==> src/rtl/uart_receiver_pkg.sv <==
// Shared types and defaults for the UART receive path.
// Latency: n/a (declarations only).
// Backpressure: n/a.
package uart_receiver_pkg;

  // Receive FSM encoding; values are fixed so they read the same in waveforms everywhere.
  typedef enum logic [1:0] {
    IDLE  = 2'd0,
    START = 2'd1,
    DATA  = 2'd2,
    STOP  = 2'd3
  } state_t;

  localparam int UART_DEFAULT_OVERSAMPLE = 16;
  localparam int UART_DEFAULT_DATA_BITS  = 8;

endpackage

==> src/rtl/uart_receiver_if.sv <==
// Control, serial input and byte/flag handshake between the UART receiver and its host port logic.
// Latency: n/a (wires only).
// Backpressure: none; the host acknowledges a byte with a one-cycle rd strobe.
interface uart_receiver_if #(
  parameter int DATA_BITS = 8
);
  logic                 enable;
  logic                 baud_tick;
  logic                 rx;
  logic                 rd;
  logic [DATA_BITS-1:0] data_out;
  logic                 data_ready;
  logic                 framing_error;
  logic                 overrun_error;
  logic                 busy;

  // Host / baud generator / line side.
  modport master (
    output enable, baud_tick, rx, rd,
    input  data_out, data_ready, framing_error, overrun_error, busy
  );

  // Receiver side.
  modport slave (
    input  enable, baud_tick, rx, rd,
    output data_out, data_ready, framing_error, overrun_error, busy
  );
endinterface

==> src/rtl/uart_sync2.sv <==
// Two-flop synchroniser for a single asynchronous input.
// Latency: 2 clk from d to q.
// Backpressure: none.
module uart_sync2 #(
  parameter logic RESET_VAL = 1'b1
) (
  input  logic clk,
  input  logic reset,
  input  logic d,
  output logic q
);

  logic meta_q;
  logic sync_q;

  // Two back-to-back flops; both reset to the line's idle level so no false edge appears.
  always_ff @(posedge clk or posedge reset) begin
    if (reset) begin
      meta_q <= RESET_VAL;
      sync_q <= RESET_VAL;
    end else begin
      meta_q <= d;
      sync_q <= meta_q;
    end
  end

  assign q = sync_q;

endmodule

==> src/rtl/uart_receiver.sv <==
// Serial-to-parallel UART receiver (N data bits, no parity, 1 stop) sampling each bit at mid-bit.
// Latency: data_ready rises 1 clk after the baud_tick that samples the middle of the stop bit.
// Backpressure: none; an unread byte is overwritten by the next one and overrun_error is raised.
module uart_receiver
  import uart_receiver_pkg::*;
#(
  parameter int DATA_BITS  = UART_DEFAULT_DATA_BITS,
  parameter int OVERSAMPLE = UART_DEFAULT_OVERSAMPLE
) (
  input  logic            clk,
  input  logic            reset,
  uart_receiver_if.slave  bus
);

  localparam int TW = $clog2(OVERSAMPLE);
  localparam int BW = $clog2(DATA_BITS);
  // Half a bit after the start edge lands mid start bit; a full bit after that lands mid data bit.
  localparam logic [TW-1:0] START_LAST = TW'(OVERSAMPLE / 2 - 1);
  localparam logic [TW-1:0] BIT_LAST   = TW'(OVERSAMPLE - 1);
  localparam logic [BW-1:0] BITS_LAST  = BW'(DATA_BITS - 1);

  logic                 rx_s;
  state_t               state_q, state_d;
  logic [TW-1:0]        tick_cnt_q, tick_cnt_d;
  logic [BW-1:0]        bit_cnt_q, bit_cnt_d;
  logic [DATA_BITS-1:0] shift_q, shift_d;
  logic [DATA_BITS-1:0] data_out_q, data_out_d;
  logic                 data_ready_q, data_ready_d;
  logic                 framing_error_q, framing_error_d;
  logic                 overrun_error_q, overrun_error_d;

  uart_sync2 #(.RESET_VAL(1'b1)) u_rx_sync (
    .clk   (clk),
    .reset (reset),
    .d     (bus.rx),
    .q     (rx_s)
  );

  // Frame FSM, oversample counters and output flags; a completing byte overrides a same-cycle rd.
  always_comb begin
    state_d         = state_q;
    tick_cnt_d      = tick_cnt_q;
    bit_cnt_d       = bit_cnt_q;
    shift_d         = shift_q;
    data_out_d      = data_out_q;
    data_ready_d    = data_ready_q;
    framing_error_d = framing_error_q;
    overrun_error_d = overrun_error_q;

    if (bus.rd && data_ready_q) begin
      data_ready_d    = 1'b0;
      overrun_error_d = 1'b0;
    end

    if (!bus.enable) begin
      state_d    = IDLE;
      tick_cnt_d = '0;
      bit_cnt_d  = '0;
    end else if (bus.baud_tick) begin
      case (state_q)
        IDLE: begin
          if (!rx_s) begin
            state_d    = START;
            tick_cnt_d = '0;
          end
        end
        START: begin
          if (tick_cnt_q == START_LAST) begin
            tick_cnt_d = '0;
            bit_cnt_d  = '0;
            // Line back high at mid start bit: treat as a glitch and drop it silently.
            state_d    = rx_s ? IDLE : DATA;
          end else begin
            tick_cnt_d = tick_cnt_q + 1'b1;
          end
        end
        DATA: begin
          if (tick_cnt_q == BIT_LAST) begin
            tick_cnt_d = '0;
            shift_d    = {rx_s, shift_q[DATA_BITS-1:1]};
            bit_cnt_d  = bit_cnt_q + 1'b1;
            if (bit_cnt_q == BITS_LAST) begin
              state_d = STOP;
            end
          end else begin
            tick_cnt_d = tick_cnt_q + 1'b1;
          end
        end
        STOP: begin
          if (tick_cnt_q == BIT_LAST) begin
            tick_cnt_d      = '0;
            // Leave at mid stop bit so a start edge half a bit later is still caught.
            state_d         = IDLE;
            data_out_d      = shift_q;
            data_ready_d    = 1'b1;
            framing_error_d = ~rx_s;
            if (data_ready_q && !bus.rd) begin
              overrun_error_d = 1'b1;
            end
          end else begin
            tick_cnt_d = tick_cnt_q + 1'b1;
          end
        end
        default: state_d = IDLE;
      endcase
    end
  end

  // State and output registers; reset discards any partial frame.
  always_ff @(posedge clk or posedge reset) begin
    if (reset) begin
      state_q         <= IDLE;
      tick_cnt_q      <= '0;
      bit_cnt_q       <= '0;
      shift_q         <= '0;
      data_out_q      <= '0;
      data_ready_q    <= 1'b0;
      framing_error_q <= 1'b0;
      overrun_error_q <= 1'b0;
    end else begin
      state_q         <= state_d;
      tick_cnt_q      <= tick_cnt_d;
      bit_cnt_q       <= bit_cnt_d;
      shift_q         <= shift_d;
      data_out_q      <= data_out_d;
      data_ready_q    <= data_ready_d;
      framing_error_q <= framing_error_d;
      overrun_error_q <= overrun_error_d;
    end
  end

  assign bus.data_out      = data_out_q;
  assign bus.data_ready    = data_ready_q;
  assign bus.framing_error = framing_error_q;
  assign bus.overrun_error = overrun_error_q;
  assign bus.busy          = (state_q != IDLE);

endmodule

==> src/flat_wrapper.sv <==
// flat-port wrapper written by rule: the top's interface ports become plain ports
module uart_receiver_flat import uart_receiver_pkg::*;
#(
  parameter int DATA_BITS  = UART_DEFAULT_DATA_BITS,
  parameter int OVERSAMPLE = UART_DEFAULT_OVERSAMPLE
)
  (clk, reset, bus_enable, bus_baud_tick, bus_rx, bus_rd, bus_data_out, bus_data_ready, bus_framing_error, bus_overrun_error, bus_busy);
  uart_receiver_if #(.DATA_BITS(DATA_BITS)) bus_i ();
  input  logic clk;
  input  logic reset;
  input wire logic [$bits(bus_i.enable)-1:0] bus_enable;
  input wire logic [$bits(bus_i.baud_tick)-1:0] bus_baud_tick;
  input wire logic [$bits(bus_i.rx)-1:0] bus_rx;
  input wire logic [$bits(bus_i.rd)-1:0] bus_rd;
  output wire logic [$bits(bus_i.data_out)-1:0] bus_data_out;
  output wire logic [$bits(bus_i.data_ready)-1:0] bus_data_ready;
  output wire logic [$bits(bus_i.framing_error)-1:0] bus_framing_error;
  output wire logic [$bits(bus_i.overrun_error)-1:0] bus_overrun_error;
  output wire logic [$bits(bus_i.busy)-1:0] bus_busy;
  assign bus_i.enable = bus_enable;
  assign bus_i.baud_tick = bus_baud_tick;
  assign bus_i.rx = bus_rx;
  assign bus_i.rd = bus_rd;
  assign bus_data_out = bus_i.data_out;
  assign bus_data_ready = bus_i.data_ready;
  assign bus_framing_error = bus_i.framing_error;
  assign bus_overrun_error = bus_i.overrun_error;
  assign bus_busy = bus_i.busy;
  uart_receiver #(.DATA_BITS(DATA_BITS), .OVERSAMPLE(OVERSAMPLE)) u_core (.clk(clk), .reset(reset), .bus(bus_i));
endmodule
==> config.mk <==
export PLATFORM = sky130hd
export DESIGN_NAME = uart_receiver_flat
export DESIGN_NICKNAME = d
export VERILOG_FILES = /design/src/rtl/uart_receiver_pkg.sv /design/src/rtl/uart_receiver_if.sv /design/src/rtl/uart_sync2.sv /design/src/rtl/uart_receiver.sv /design/src/flat_wrapper.sv
export SDC_FILE = /design/constraint.sdc
export NUM_CORES = 1
export LEC_CHECK = 0
export CAP_MARGIN = 20
export CORE_MARGIN = 4
export CORE_UTILIZATION = 40
export CTS_CLUSTER_SIZE = 30
export DETAILED_ROUTE_END_ITERATION = 6
export PLACE_DENSITY = 0.64
export SYNTH_ARGS = -nofsm -noshare
export SYNTH_HDL_FRONTEND = slang
export SYNTH_SLANG_ARGS = --single-unit
==> constraint.sdc <==
create_clock -name clk -period 2.95 [get_ports clk]
set_clock_uncertainty 0.1 [all_clocks]
set_input_delay 0.885 -clock clk [delete_from_list [all_inputs] [get_ports clk]]
set_output_delay 0.885 -clock clk [all_outputs]
set_load 0.005 [all_outputs]
* Word level (Yosys, flattened, before mapping)
Index checks and enable logic that the tools add are counted.
Storage, ports and cells: register bits 30, input bits 6, output and inout bits 12, word-level logic and storage cells 68
Operators by class: $add $sub $neg 2, eq/ne operators 13, multiplexer cells 31, bitwise operators 1, reduce and logical (&&, ||, !) cells 11
Operators with widths (count):
- 4-bit 2-to-1 mux | 5
- 2-bit 2-to-1 mux | 8
- 3-bit 2-to-1 mux | 4
- 3-bit by 2-bit != test with 1-bit output (second input constant) | 4
- 4-bit one-hot mux with 3 select lines | 1
- 4-bit AND reduction | 3
- 1-bit 2-to-1 mux | 11
- 2-bit one-hot mux with 4 select lines | 1
- 3-bit one-hot mux with 2 select lines | 1
- 6-bit AND reduction | 1
- 4-bit by 1-bit adder with 4-bit output (second input constant) | 1
- 2-bit == test (second input constant) | 2
- 4-bit by 3-bit == test with 1-bit output (second input constant) | 1
- 4-bit == test (second input constant) | 1
- 3-bit by 1-bit adder with 3-bit output (second input constant) | 1
- 3-bit == test (second input constant) | 1
- 3-bit by 1-bit != test with 1-bit output (second input constant) | 1
- 3-bit != test (second input constant) | 1
- 2-bit by 1-bit == test with 1-bit output (second input constant) | 1
- 1-bit logical AND | 2
- 2-bit zero test | 1
- 2-bit by 1-bit != test with 1-bit output (second input constant) | 1
- 2-bit AND reduction | 1
- 2-bit nonzero test | 1
- 3 further kinds | 3

* Longest topological paths before layout
Gate-level depths: netlist of run 1.
depth after elaboration 7, depth in mapped cells 6, gate-level depth less buffers 5

* Modules after synthesis
A second synthesis of run 1 with hierarchy kept.
Second synthesis, totals: cells, all modules 118, area total of the unflattened synthesis 1426.4 um^2
Modules (own cells, without submodules):
- uart_receiver | instances 1, cells each 115, area an instance 1370.1 um^2, sequential area each 700.7 um^2
- uart_sync2 | instances 1, cells each 3, area an instance 56.3 um^2, sequential area each 52.6 um^2

* Least setup slack after synthesis of run 1
Ideal clock, no wire load.
path kind input -> register, start input bus_baud_tick, end register u_core.data_out_q[0] (netlist: u_core.bus.data_out[0]), library setup time 128 ps, arrival 1815 ps, required time 2722 ps, slack 907 ps, stages 4, buffers on the path 1, cell sequence nand3_1 -> nor3_1 -> buf_2 -> mux2_1
Between the ends: longest elaborated chain between the ends 1
RTL lines:
- from (decl) | RTL line flat_wrapper.sv:12 | input wire logic [$bits(bus_i.baud_tick)-1:0] bus_baud_tick;
- 4-bit AND reduction (no line)
- to (signal assigned) | RTL line uart_receiver.sv:125 | data_out_q <= data_out_d;
- to (decl) | RTL line uart_receiver.sv:27 | logic [DATA_BITS-1:0] data_out_q, data_out_d;
Every way passes these cells. A chain may end at the register's enable or synchronous reset.

* Worst setup path in the final report of run 1
start register u_core.state_q[1], end output bus_busy
Between the ends: longest elaborated chain between the ends 1
RTL lines:
- from (decl) | RTL line uart_receiver.sv:23 | state_t state_q, state_d;
- from (signal assigned) | RTL line uart_receiver.sv:121 | state_q <= state_d;
- 2-bit nonzero test | RTL line uart_receiver.sv:136 | assign bus.busy = (state_q != IDLE);
- to (decl) | RTL line flat_wrapper.sv:19 | output wire logic [$bits(bus_i.busy)-1:0] bus_busy;
Every way passes these cells.

==> results of run 1 <==
## sequential cells by signal, summed over array words and instances, names as in the netlist, named ones only
| register | count |
|---|---|
| u_core.bus.framing_error | 1 |
| u_core.bit_cnt_q | 3 |
| u_core.shift_q | 8 |
| u_core.state_q | 2 |
| u_core.bus.data_ready | 1 |
| u_core.tick_cnt_q | 4 |
| u_core.u_rx_sync.meta_q | 1 |
| u_core.bus.data_out | 8 |
| u_core.u_rx_sync.q | 1 |
## cell type report
cell class | count | area, um^2 | area share (%)
well taps | 44 | 55.05 | 3.429
flip-flops and latches | 30 | 753.2 | 46.92
multi-input cells | 69 | 533.0 | 33.20
inverters | 5 | 18.77 | 1.169
clock buffers | 7 | 55.05 | 3.429
clock inverters | 1 | 5.005 | 0.3118
repair buffers | 19 | 185.2 | 11.54
## metal layers
layer  wire length (um)  GRT usage [%]  vias up
met5                  0              0        -
met2               1158          20.53       14
li1                   -              -      422
met3                115          6.122        6
met4                 53          7.772        0
met1                994          15.18      435
## synth_stat cells (2+ instances only)
library cell,count,area share [%]
o21ai_2,2,1.3
inv_1,4,1.1
nand3_1,2,0.75
nand2_1,7,2.0
buf_6,2,1.7
ha_1,3,2.8
mux2_1,15,13
dfstp_2,2,3.9
nand3b_1,2,1.1
nor2_1,8,2.2
dfrtp_1,28,52
a21oi_1,6,2.2
mux2i_1,4,3.0
and3_1,2,0.93
## power groups by stage
| stage | Combinational [W] | Sequential (W) | Clock, W |
|---|---|---|---|
| floorplan | 0.0000232 | 0.000425 | 0 |
| global placement | 0.0000371 | 0.000426 | 0 |
| detailed placement | 0.0000379 | 0.000426 | 0 |
| CTS | 0.0000383 | 0.000418 | 0.000263 |
| global route | 0.0000428 | 0.000419 | 0.000290 |
| finish | 0.0000371 | 0.000418 | 0.000254 |
## final timing paths
kind | start | to | cells after the start
min in group asynchronous | reset | u_core.bus.data_out[2]$_DFFE_PP0P_ | 3
worst max register to register | u_core.tick_cnt_q[0]$_DFFE_PP0P_ | u_core.shift_q[5]$_DFFE_PP0P_ | 5
worst min register to register | u_core.u_rx_sync.meta_q$_DFF_PP1_ | u_core.u_rx_sync.q$_DFF_PP1_ | 0
worst min-delay path | u_core.u_rx_sync.meta_q$_DFF_PP1_ | u_core.u_rx_sync.q$_DFF_PP1_ | 0
max in group asynchronous | reset | u_core.u_rx_sync.q$_DFF_PP1_ | 3
worst max-delay path | u_core.state_q[1]$_DFFE_PP0P_ | bus_busy | 2
## logic make-up after synthesis
logic type / after synthesis
adder cells (fa/ha/maj): 3
multiplexers: 20
AND/OR/NAND/NOR: 29
buffers and inverters: 9
XOR/XNOR: 1
flip-flops: 30
AO/OA/AOI/OAI: 16
## per-stage QoR
stage	cell area [um^2]	power, W	hold slack [ps]	setup WS, ps
after CTS	1605	0.0007189	266.7	286.6
after floorplan	1340	0.0004482	245.2	907.5
after detailed placement	1545	0.0004638	253.3	198.6
after global placement	1545	0.0004629	246.6	257.0
final	1605	0.0007094	262.6	309.1
after global routing	1605	0.0007515	270.7	232.7
## critical path: stages (launching register included)
cell and delay (ps):
dfrtp_1 480, or2_2 390, clkdlybuf4s50_1 460
==> results.md, run 1 <==
Run status:
- The run finished with clean final reports.

Clock network:
- After clock tree synthesis, the clock-pin slew on the worst setup and hold paths is 90 ps.
- The clock buffer count from CTS is 5.
- TritonCTS built the clock tree.
- The latest clock arrival within the worst-skew pair is 330 ps.
- The maximum count of clock buffers along a single path is 2.
- The count of cells resized by post-cts repair is 0.
- The number of hold buffers added after cts is 0.
- The clock root buffer is clkbuf_4.
- The number of buffers inserted to repair setup after CTS is 0.
- The maximum level of the CTS H-tree is 2.
- The clock net in this run drives a total of 30 sinks.

Worst setup path:
- Data on the critical path arrives at its endpoint at 1660 ps.
- The startpoint class of the critical path is a flip-flop.
- The register-to-register setup slack is 1080 ps.
- The nature of the critical path endpoint is an output pin.
- The worst endpoint required time is 1970 ps.
- The critical path in this run is classified as flip-flop to output pin.
- The largest fanout of any net on the critical path is 9.

Finish:
- The share of final-layout standard cells stronger than drive strength 1 is 12.98%.
- Excluding fillers, the count of instances in the completed layout stands at 175.
- The area added between synthesis and finish is 19.79%.
- The utilization after layout is approximately half.
- Leaving out fill and tap cells, the most frequent cells in the layout are dfrtp_1 (28), clkdlybuf4s50_1 (17), mux2_1 (15).
- The library cell used most frequently in the layout, excluding fill and tap cells, is dfrtp_1.
- The number of fillers in the final layout is 307.
- The number of antenna diodes in the final layout is 0.
- The number of nets in the final layout is ~140.

Yosys:
- The synthesized-area fraction occupied by adder cells is between 2 and 3%.
- The Yosys step of the flow raised 0 warnings.
- After synthesis, the largest family of logic cells by area is multiplexers.
- Of the total synthesized cell area, the portion taken by AND, OR, NAND and NOR gates is 11.39%.
- Of the post-synthesis cell area, the part taken by muxes is 16.43%.
- The number of distinct library cells after synthesis is 35.
- Of the total synthesized cell area, the portion taken by XOR and XNOR cells is 0.6536%.
- Each instance of the synthesized netlist takes up on average 12.41 um^2.
- Counting flops and latches in the post-synthesis netlist gives 30.
- The async set or reset register ratio after synthesis is 100.0%.
- The compound-cell area share of the yosys netlist is 8.497%.
- Synthesis produced a netlist with a net count of 117.
- Summing every instance area after synthesis gives 0.001340 mm^2.
- In the synthesized netlist the dominant register cell turns out to be dfrtp_1.
- In this run, synthesis inferred 0 flip-flops with an integrated enable.
- The cell count after synthesis is 108.
- The post-synthesis sequential area ratio is 56.21%.

Floorplanning:
- In this run the count of I/O pins placed on the die edge is 18.
- The initialized floorplan defines 20 standard-cell rows.
- From bottom edge to top edge, the die measures 65.88 um.
- The initial core utilization is between 40 and 50%.
- The die width is 65.88 um.
- The die covers 0.004340 mm^2.
- The total core area is 0.003128 mm^2.

Power:
- The analysis attributes to net switching a power of ~0.00016 W.
- In this run, the combinational gates consume approximately 5.2% of the power.
- The worst-case IR drop observed on VDD is between 200 and 250 uV.
- Sequential cells account for 58.9% of the total power.
- The analysis attributes to cell leakage a power of 0.7595 nW.
- In this run the power density over the cells is 441.9 mW/mm^2.
- The net switching share of the total power is 23.09%.
- The cell-internal power is 0.0005456 W.
- The clock network accounts for 35.9% of the total power.

STA:
- The peak clock frequency supported by timing is 378.7 MHz.
- In the final timing run, aggregate negative setup slack is 0 ps.
- The setup violation total in the final timing report is 0.
- The clock period minus worst slack is 2641 ps.
- Setup repair after global routing left no endpoint under its margin.
- The final number of hold-violating endpoints is 0.
- The number of pins exceeding their max-slew limit in the final report came to 0.
- For the pin with the worst max-slew slack, the measured transition is 367.9 ps.
- The part of the cycle the worst path needs is 89.52%.
- Measured against its own limit, the worst slew margin works out to about three quarters.

Detailed routing:
- The number of vias in the routed layout is 877.
- The post-detailed-route wirelength per cell is 13.26 um.
- The mean number of vias per cell is 5.011.
- The residual DRC count is 0.
- The final wirelength is about 2300 um.
- The count of nets left with antenna violations after detail routing is 0.
- For this block, the initial DRC count from the detailed router was 39.
- The number of detailed-route iterations in the first pass is 4.

GRT:
- The number of global-route vias before repair is 900.
- Summed over all layers, the global routing overflow is 0.
- The first global-routing pass estimated 4236 um of wire.
- The number of antenna violations at the first check in global routing came to 0.
- The overall fraction of global-route tracks in use is between 10% and 20%.
- Entering global routing, the biggest net connects 31 pins.

Placed design:
- The final weighted congestion in routability-driven placement is 0.7779.
- The count of buffers inserted at the top-level ports is 17.
- In this run, placement finished with an instance count of 167.
- The HPWL reported at the end of detailed placement is 1645 um.

Run:
- The max-capacitance violation count is 0.

Hold path:
- The type of the most critical hold path is flip-flop to flip-flop.
Note: power is estimated with default switching activity, not from simulation.
==> run 2: changes to the inputs <==
CTS_BUF_LIST = sky130_fd_sc_hd__clkbuf_4 sky130_fd_sc_hd__clkbuf_8 sky130_fd_sc_hd__clkbuf_16   (was unset)
RECOVER_POWER = 50   (was unset)
==> results.md, run 2 (synthesized netlist as in run 1, its figures left out) <==
Detailed routing:
- The first detailed-routing pass ran for 4 iterations.
- Once detail routing completed, the nets flagged for antenna violations numbered 0.
- The first routing iteration left 39 violations.
- Wires add up to 2319 um.
- The residual DRC count is 0.
- The number of vias in the routed layout is 876.
- The post-detailed-route wirelength per cell is 13.25 um.
- Using the TritonRoute via totals, the vias-per-cell ratio works out to 5.006.

STA:
- The setup violation total in the final timing report is 0.
- Static timing analysis puts the maximum clock frequency at 378.6 MHz.
- The final critical path takes up 89.55% of the cycle.
- Setup repair after global routing left no endpoint under its margin.
- The final-layout setup total negative slack is 0 ps.
- The number of pins exceeding their max-slew limit in the final report came to 31.
- Headroom to the max-slew limit came out at -2.529%.
- The final number of hold-violating endpoints is 0.
- The clock period minus worst slack is 2642 ps.
- The transition at the pin with the smallest max-transition slack is about 1500 ps.

Clock network:
- Counting along the longest clock path gives a buffer depth of 2.
- Clock latency on the worst-skew pair, taken at its later pin, is 330 ps.
- The clock drives 30 sinks.
- The number of hold buffers added after cts is 0.
- The clock root buffer is clkbuf_4.
- In this run, CTS created clock tree buffers numbering 5.
- TritonCTS built the clock tree.
- In this run, post-CTS repair resized a total of 0 instances.
- The maximum level of the CTS H-tree is 2.
- Once the clock tree was built, the setup fixing pass inserted 0 buffers.
- The clock-pin slew on the worst setup and hold paths is 90 ps.

Floorplanning:
- The number of cell rows is 20.
- For this design the top-level I/O count stands at 18.
- The initial core utilization is a little over two fifths.
- The floorplan step set the die width to 65.88 um.
- The die extent in y is 65.88 um.
- The core region is approximately 0.0031 mm^2.
- The die footprint is 0.004340 mm^2.

Worst setup path:
- In this run the worst path has a maximum fanout of 9.
- The critical path is of the flip-flop to output pin type.
- The worst setup path is captured at an output pin.
- STA puts the critical path data required time at ~2000 ps.
- The arrival time at the worst endpoint is ~1700 ps.
- The startpoint class of the critical path is a flip-flop.

Run:
- Max-cap violations in this run came to 1.

GRT:
- In the global route stage, overall resource usage came out at 13.37%.
- The first-pass GRT wire length is 4236 um.
- Entering global routing, the biggest net connects 31 pins.
- For this run the aggregate overflow at the end of global routing stands at 0.
- The number of antenna violations at the first check in global routing was 0.
- The number of global-route vias before repair is 900.

Finish:
- In the layout the commonest cells are dfrtp_1 (28), mux2_1 (15), clkdlybuf4s50_1 (14).
- The footprint of the multi-input gates is 533.0 um^2.
- The sequential cell area is 753.2 um^2.
- Fill cells in the final layout number 304.
- Leaving out fill and tap cells, the most frequent cell in the layout is dfrtp_1.
- The total inserted antenna cells is 0.
- The number of nets in the final layout is 139.
- The share of final-layout standard cells stronger than drive strength 1 is 12.98%.
- From synthesis to final layout, the design area changed by 19.79%.

Power:
- Summing internal, switching and leakage power gives 0.0007174 W.
- The power density relative to cell area is 446.9 mW/mm^2.
- The leakage power summed over all cells is about 0.76 nW.
- IR analysis of the VDD net gives a maximum drop of about 230 uV.

Placed design:
- The congestion estimate from routability-driven global placement came to 0.7779.
- Summed over all nets, the half-perimeter wirelength after detailed placement is 1645 um.
- The count of buffers added on input and output ports is 17.

Hold path:
- The type of the most critical hold path is flip-flop to flip-flop.

Run status:
- The final reports fail on capacitance limit, slew limit.
- The flow ran to the end, but the final reports show violations.
run 2: cell count changes in the layout (fill, tap and decap cells not counted):
cell,before,now
buf_4,2,1
clkbuf_4,5,6
clkdlybuf4s50_1,17,14
dlygate4sd3_1,0,3
run 2: path summary, 6_finish.rpt:
check,slack [ps],depth (start not counted),from,to
min in group asynchronous,1270,3,reset,u_core.bus.data_out[2]$_DFFE_PP0P_
setup / recovery,310,2,u_core.state_q[1]$_DFFE_PP0P_,bus_busy
max in group asynchronous,590,3,reset,u_core.tick_cnt_q[2]$_DFFE_PP0P_
hold / removal,260,0,u_core.u_rx_sync.meta_q$_DFF_PP1_,u_core.u_rx_sync.q$_DFF_PP1_
setup reg to reg,1080,5,u_core.tick_cnt_q[0]$_DFFE_PP0P_,u_core.shift_q[5]$_DFFE_PP0P_
hold reg to reg,260,0,u_core.u_rx_sync.meta_q$_DFF_PP1_,u_core.u_rx_sync.q$_DFF_PP1_
run 2: power by group:
part | switching [W] | leakage [nW] | internal (W) | total (W)
Sequential | 0.00000275 | 0.412 | 0.000415 | 0.000418
Combinational | 0.0000219 | 0.310 | 0.0000138 | 0.0000357
Clock | 0.000139 | 0.0387 | 0.000124 | 0.000264
Total | 0.000164 | 0.760 | 0.000553 | 0.000717
run 2: final cells by class:
cell class | count | area share [%]
tap | 44 | 3.429
timing repair buffer | 19 | 11.30
multi-input combinational | 69 | 33.20
clock inverter | 1 | 0.3118
inverter | 5 | 1.169
sequential | 30 | 46.92
clock buffer | 7 | 3.663
run 2: critical path, stage by stage, from the launching register on:
cell             delay, ps
dfrtp_1                480
or2_2                  390
clkdlybuf4s50_1        460
run 2: through the flow:
step                      cell area [um^2]  utilization, %  cells  worst slack [ps]  hold WS, ps
after floorplan                       1340               -    108             907.5        245.2
after global placement                1545           49.40    167             257.0        246.6
after detailed placement              1545           49.40    167             198.6        253.3
after CTS                             1609           51.44    175             286.1        266.8
after global routing                  1605           51.32    175             158.0        270.8
final                                 1605           51.32    175             308.4        262.7
run 2: metal layers:
| layer | part of all wire, % | track usage [%] |
|---|---|---|
| met1 | 43 | 15.18 |
| met2 | 50 | 20.53 |
| met3 | 5.0 | 6.122 |
| met4 | 2.3 | 7.772 |
| met5 | 0 | 0 |
==> run 3: changes to the inputs <==
CORE_ASPECT_RATIO = 1.1   (was unset)
==> results.md, run 3 (synthesized netlist as in run 1, its figures left out) <==
Run status:
- The flow ran to the end, but the final reports show violations.
- The checks that failed: capacitance limit, slew limit.

Clock network:
- The number of hold buffers added after cts is 0.
- CTS placed an instance of clkbuf_4 at the clock tree root.
- The clock buffer count from CTS is 5.
- After clock tree synthesis, the clock-pin slew on the worst setup and hold paths is 90 ps.
- The maximum count of clock buffers along a single path is 2.
- The CTS sink count is 30.
- Post-CTS timing repair inserted 0 buffers for setup.
- The count of cells resized by post-cts repair is 0.
- The clock tree from TritonCTS is built.
- The H-tree was split into 2 levels.
- The later pin in the worst-skew pair is clocked with a latency of 320 ps.

Detailed routing:
- The mean number of vias per cell is approximately 5.3.
- The first detailed-routing pass took 4 iterations.
- The routed design uses 1103 um of met2 wire.
- Summing over every cut layer, the via total after detailed routing is roughly 900.
- For this run, design rule violations remaining after detail routing come to 0.
- The met3 wirelength from detailed routing is approximately 140 um.
- In the final routed layout, each cell accounts on average for 13.81 um.
- The count of nets left with antenna violations once routing finished came out at 0.
- The top metal layer carrying routed signals is met4.
- After the first detailed-routing iteration, the DRC count stood at 21.
- For this block, the routed nets add up to 2279 um of wire.
- The wire length the detailed router placed on met1 is between 900 and 1000 um.

Placed design:
- The wire-length estimate of the detail-placed layout is 1614 um.
- OpenSTA, run right after detailed placement, puts the worst setup slack at 185.4 ps.
- Buffers placed on the I/O ports in this run total 17.
- The final weighted congestion in routability-driven placement is 0.8160.

Finish:
- The number of fillers in the final layout is 287.
- Across the whole layout, storage elements account for 753.2 um^2.
- The share of final-layout standard cells stronger than drive strength 1 is 12.21%.
- The commonest non-fill, non-tap cell in the layout is dfrtp_1.
- Leaving out fill and tap cells, the most frequent cells in the layout are dfrtp_1 (28), mux2_1 (15), clkdlybuf4s50_1 (14).
- The footprint of the multi-input gates is roughly 530 um^2.
- 0 antenna diodes ended up in the layout.
- The final layout contains 139 nets.
- The area added between synthesis and finish is 18.77%.

Floorplanning:
- The initial core utilization is 42.86%.
- The total core area is 0.003127 mm^2.
- In this run the vertical extent of the chip is 68.71 um.
- The die footprint is 0.004341 mm^2.
- The top-level I/O count is 18.
- The die width is 63.19 um.
- The initialized floorplan defines 21 standard-cell rows.

STA:
- Adding up every negative setup slack in the final design gives 0 ps.
- The part of the cycle the worst path needs is 89.48%.
- The routed design could run at a clock period as short as about 2600 ps.
- The number of pins exceeding their max-slew limit in the final report is 31.
- In the post-route analysis, the smallest setup slack over all paths is a little over 300 ps.
- Setup repair after global routing left no endpoint under its margin.
- Setup violations remaining at the end of the flow were counted as 0.
- The transition at the pin with the smallest max-transition slack is around 1600 ps.
- The final number of hold-violating endpoints is 0.
- Headroom to the max-slew limit came out at -5.598%.
- The peak clock frequency supported by timing is 378.8 MHz.

GRT:
- The overall fraction of global-route tracks in use is 12.04%.
- The total overflow left after global routing is 0.
- The first-pass GRT wire length is between 3000 and 4000 um.
- The number of antenna violations at the first check in global routing was 0.
- The number of global-route vias before repair is 871.
- Entering global routing, the biggest net connects 31 pins.

Worst setup path:
- The number of buffers and inverters on the critical path is 1.
- The startpoint of the worst setup timing path is u_core.state_q[1]$_DFFE_PP0P_.
- The largest fanout of any net on the critical path is 9.
- The critical path goes through or2_2, clkdlybuf4s50_1.
- The arrival time at the worst endpoint is 1650 ps.
- The nature of the critical path endpoint is an output pin.
- On the critical path the largest part of the delay comes from flip-flops.
- The worst endpoint required time is 1970 ps.
- The critical path in this run is classified as flip-flop to output pin.
- The worst register-to-register path begins at u_core.state_q[1]$_DFFE_PP0P_.
- STA classifies the critical path startpoint as a flip-flop.
- The slowest library cell on the worst path is dfrtp_1.
- The largest single stage delay on the critical path is between 400 and 500 ps.

Run:
- Max-cap violations in this run came to 1.

Power:
- In this run the static leakage power is 0.7598 nW.
- The power share of the clock group is 37.3%.
- The internal power of the cells totals 0.0005643 W.
- Sequential cells account for 57.9% of the total power.
- VDD sags by at most 308.1 uV.
- Per report_power, the combinational group accounts for 4.8% of the total.
- The net switching share of the total power is a little over a fifth.
- The net switching power figure is 0.0001578 W.
- The power density relative to cell area is 453.7 mW/mm^2.

Hold path:
- The hold path startpoint is u_core.u_rx_sync.meta_q$_DFF_PP1_.
- The type of the most critical hold path is flip-flop to flip-flop.
## run 3: cell count changes in the layout (fill, tap and decap cells not counted), sizes merged
cell	change
clkinv	-1
clkbuf	+1
## run 3: area by class of cell
| cell class | instances | area share [%] |
|---|---|---|
| Inverter | 5 | 1.179 |
| Clock buffer | 8 | 4.167 |
| Tap cell | 34 | 2.673 |
| Multi-Input combinational cell | 69 | 33.25 |
| Timing Repair Buffer | 19 | 11.40 |
| Sequential cell | 30 | 47.33 |
## run 3: worst paths after layout
path,cells past startpoint,slack (ps),end
max in group asynchronous,3,530,u_core.tick_cnt_q[0]$_DFFE_PP0P_
setup reg to reg,4,1010,u_core.tick_cnt_q[3]$_DFFE_PP0P_
hold / removal,0,260,u_core.u_rx_sync.q$_DFF_PP1_
hold reg to reg,0,260,u_core.u_rx_sync.q$_DFF_PP1_
min in group asynchronous,3,1300,u_core.bus.data_out[1]$_DFFE_PP0P_
setup / recovery,2,310,bus_busy
## run 3: per-stage QoR
step | util [%] | hold WS (ps) | std cells | total power [W] | instance area [um^2]
6_report | 50.90 | 259.1 | 165 | 0.0007221 | 1592
3_5_place_dp | 49.02 | 248.1 | 157 | 0.0004637 | 1533
4_1_cts | 51.14 | 260.2 | 165 | 0.0007354 | 1599
5_1_grt | 50.90 | 262.7 | 165 | 0.0007523 | 1592
2_1_floorplan | - | 245.2 | 108 | 0.0004482 | 1340
3_3_place_gp | 49.02 | 247.1 | 157 | 0.0004633 | 1533
## run 3: power by group through the flow
stage / sequential [W] / clock, W / combinational, W
2_1_floorplan: 0.000425 / 0 / 0.0000232
3_3_place_gp: 0.000426 / 0 / 0.0000374
3_5_place_dp: 0.000426 / 0 / 0.0000378
4_1_cts: 0.000418 / 0.000279 / 0.0000381
5_1_grt: 0.000419 / 0.000295 / 0.0000388
6_report: 0.000418 / 0.000269 / 0.0000348
## run 3: metal layers
layer	track usage, %	vias to the layer above
met5	0	-
met4	6.469	0
met3	4.700	6
met2	21.61	19
met1	12.36	426
li1	-	424
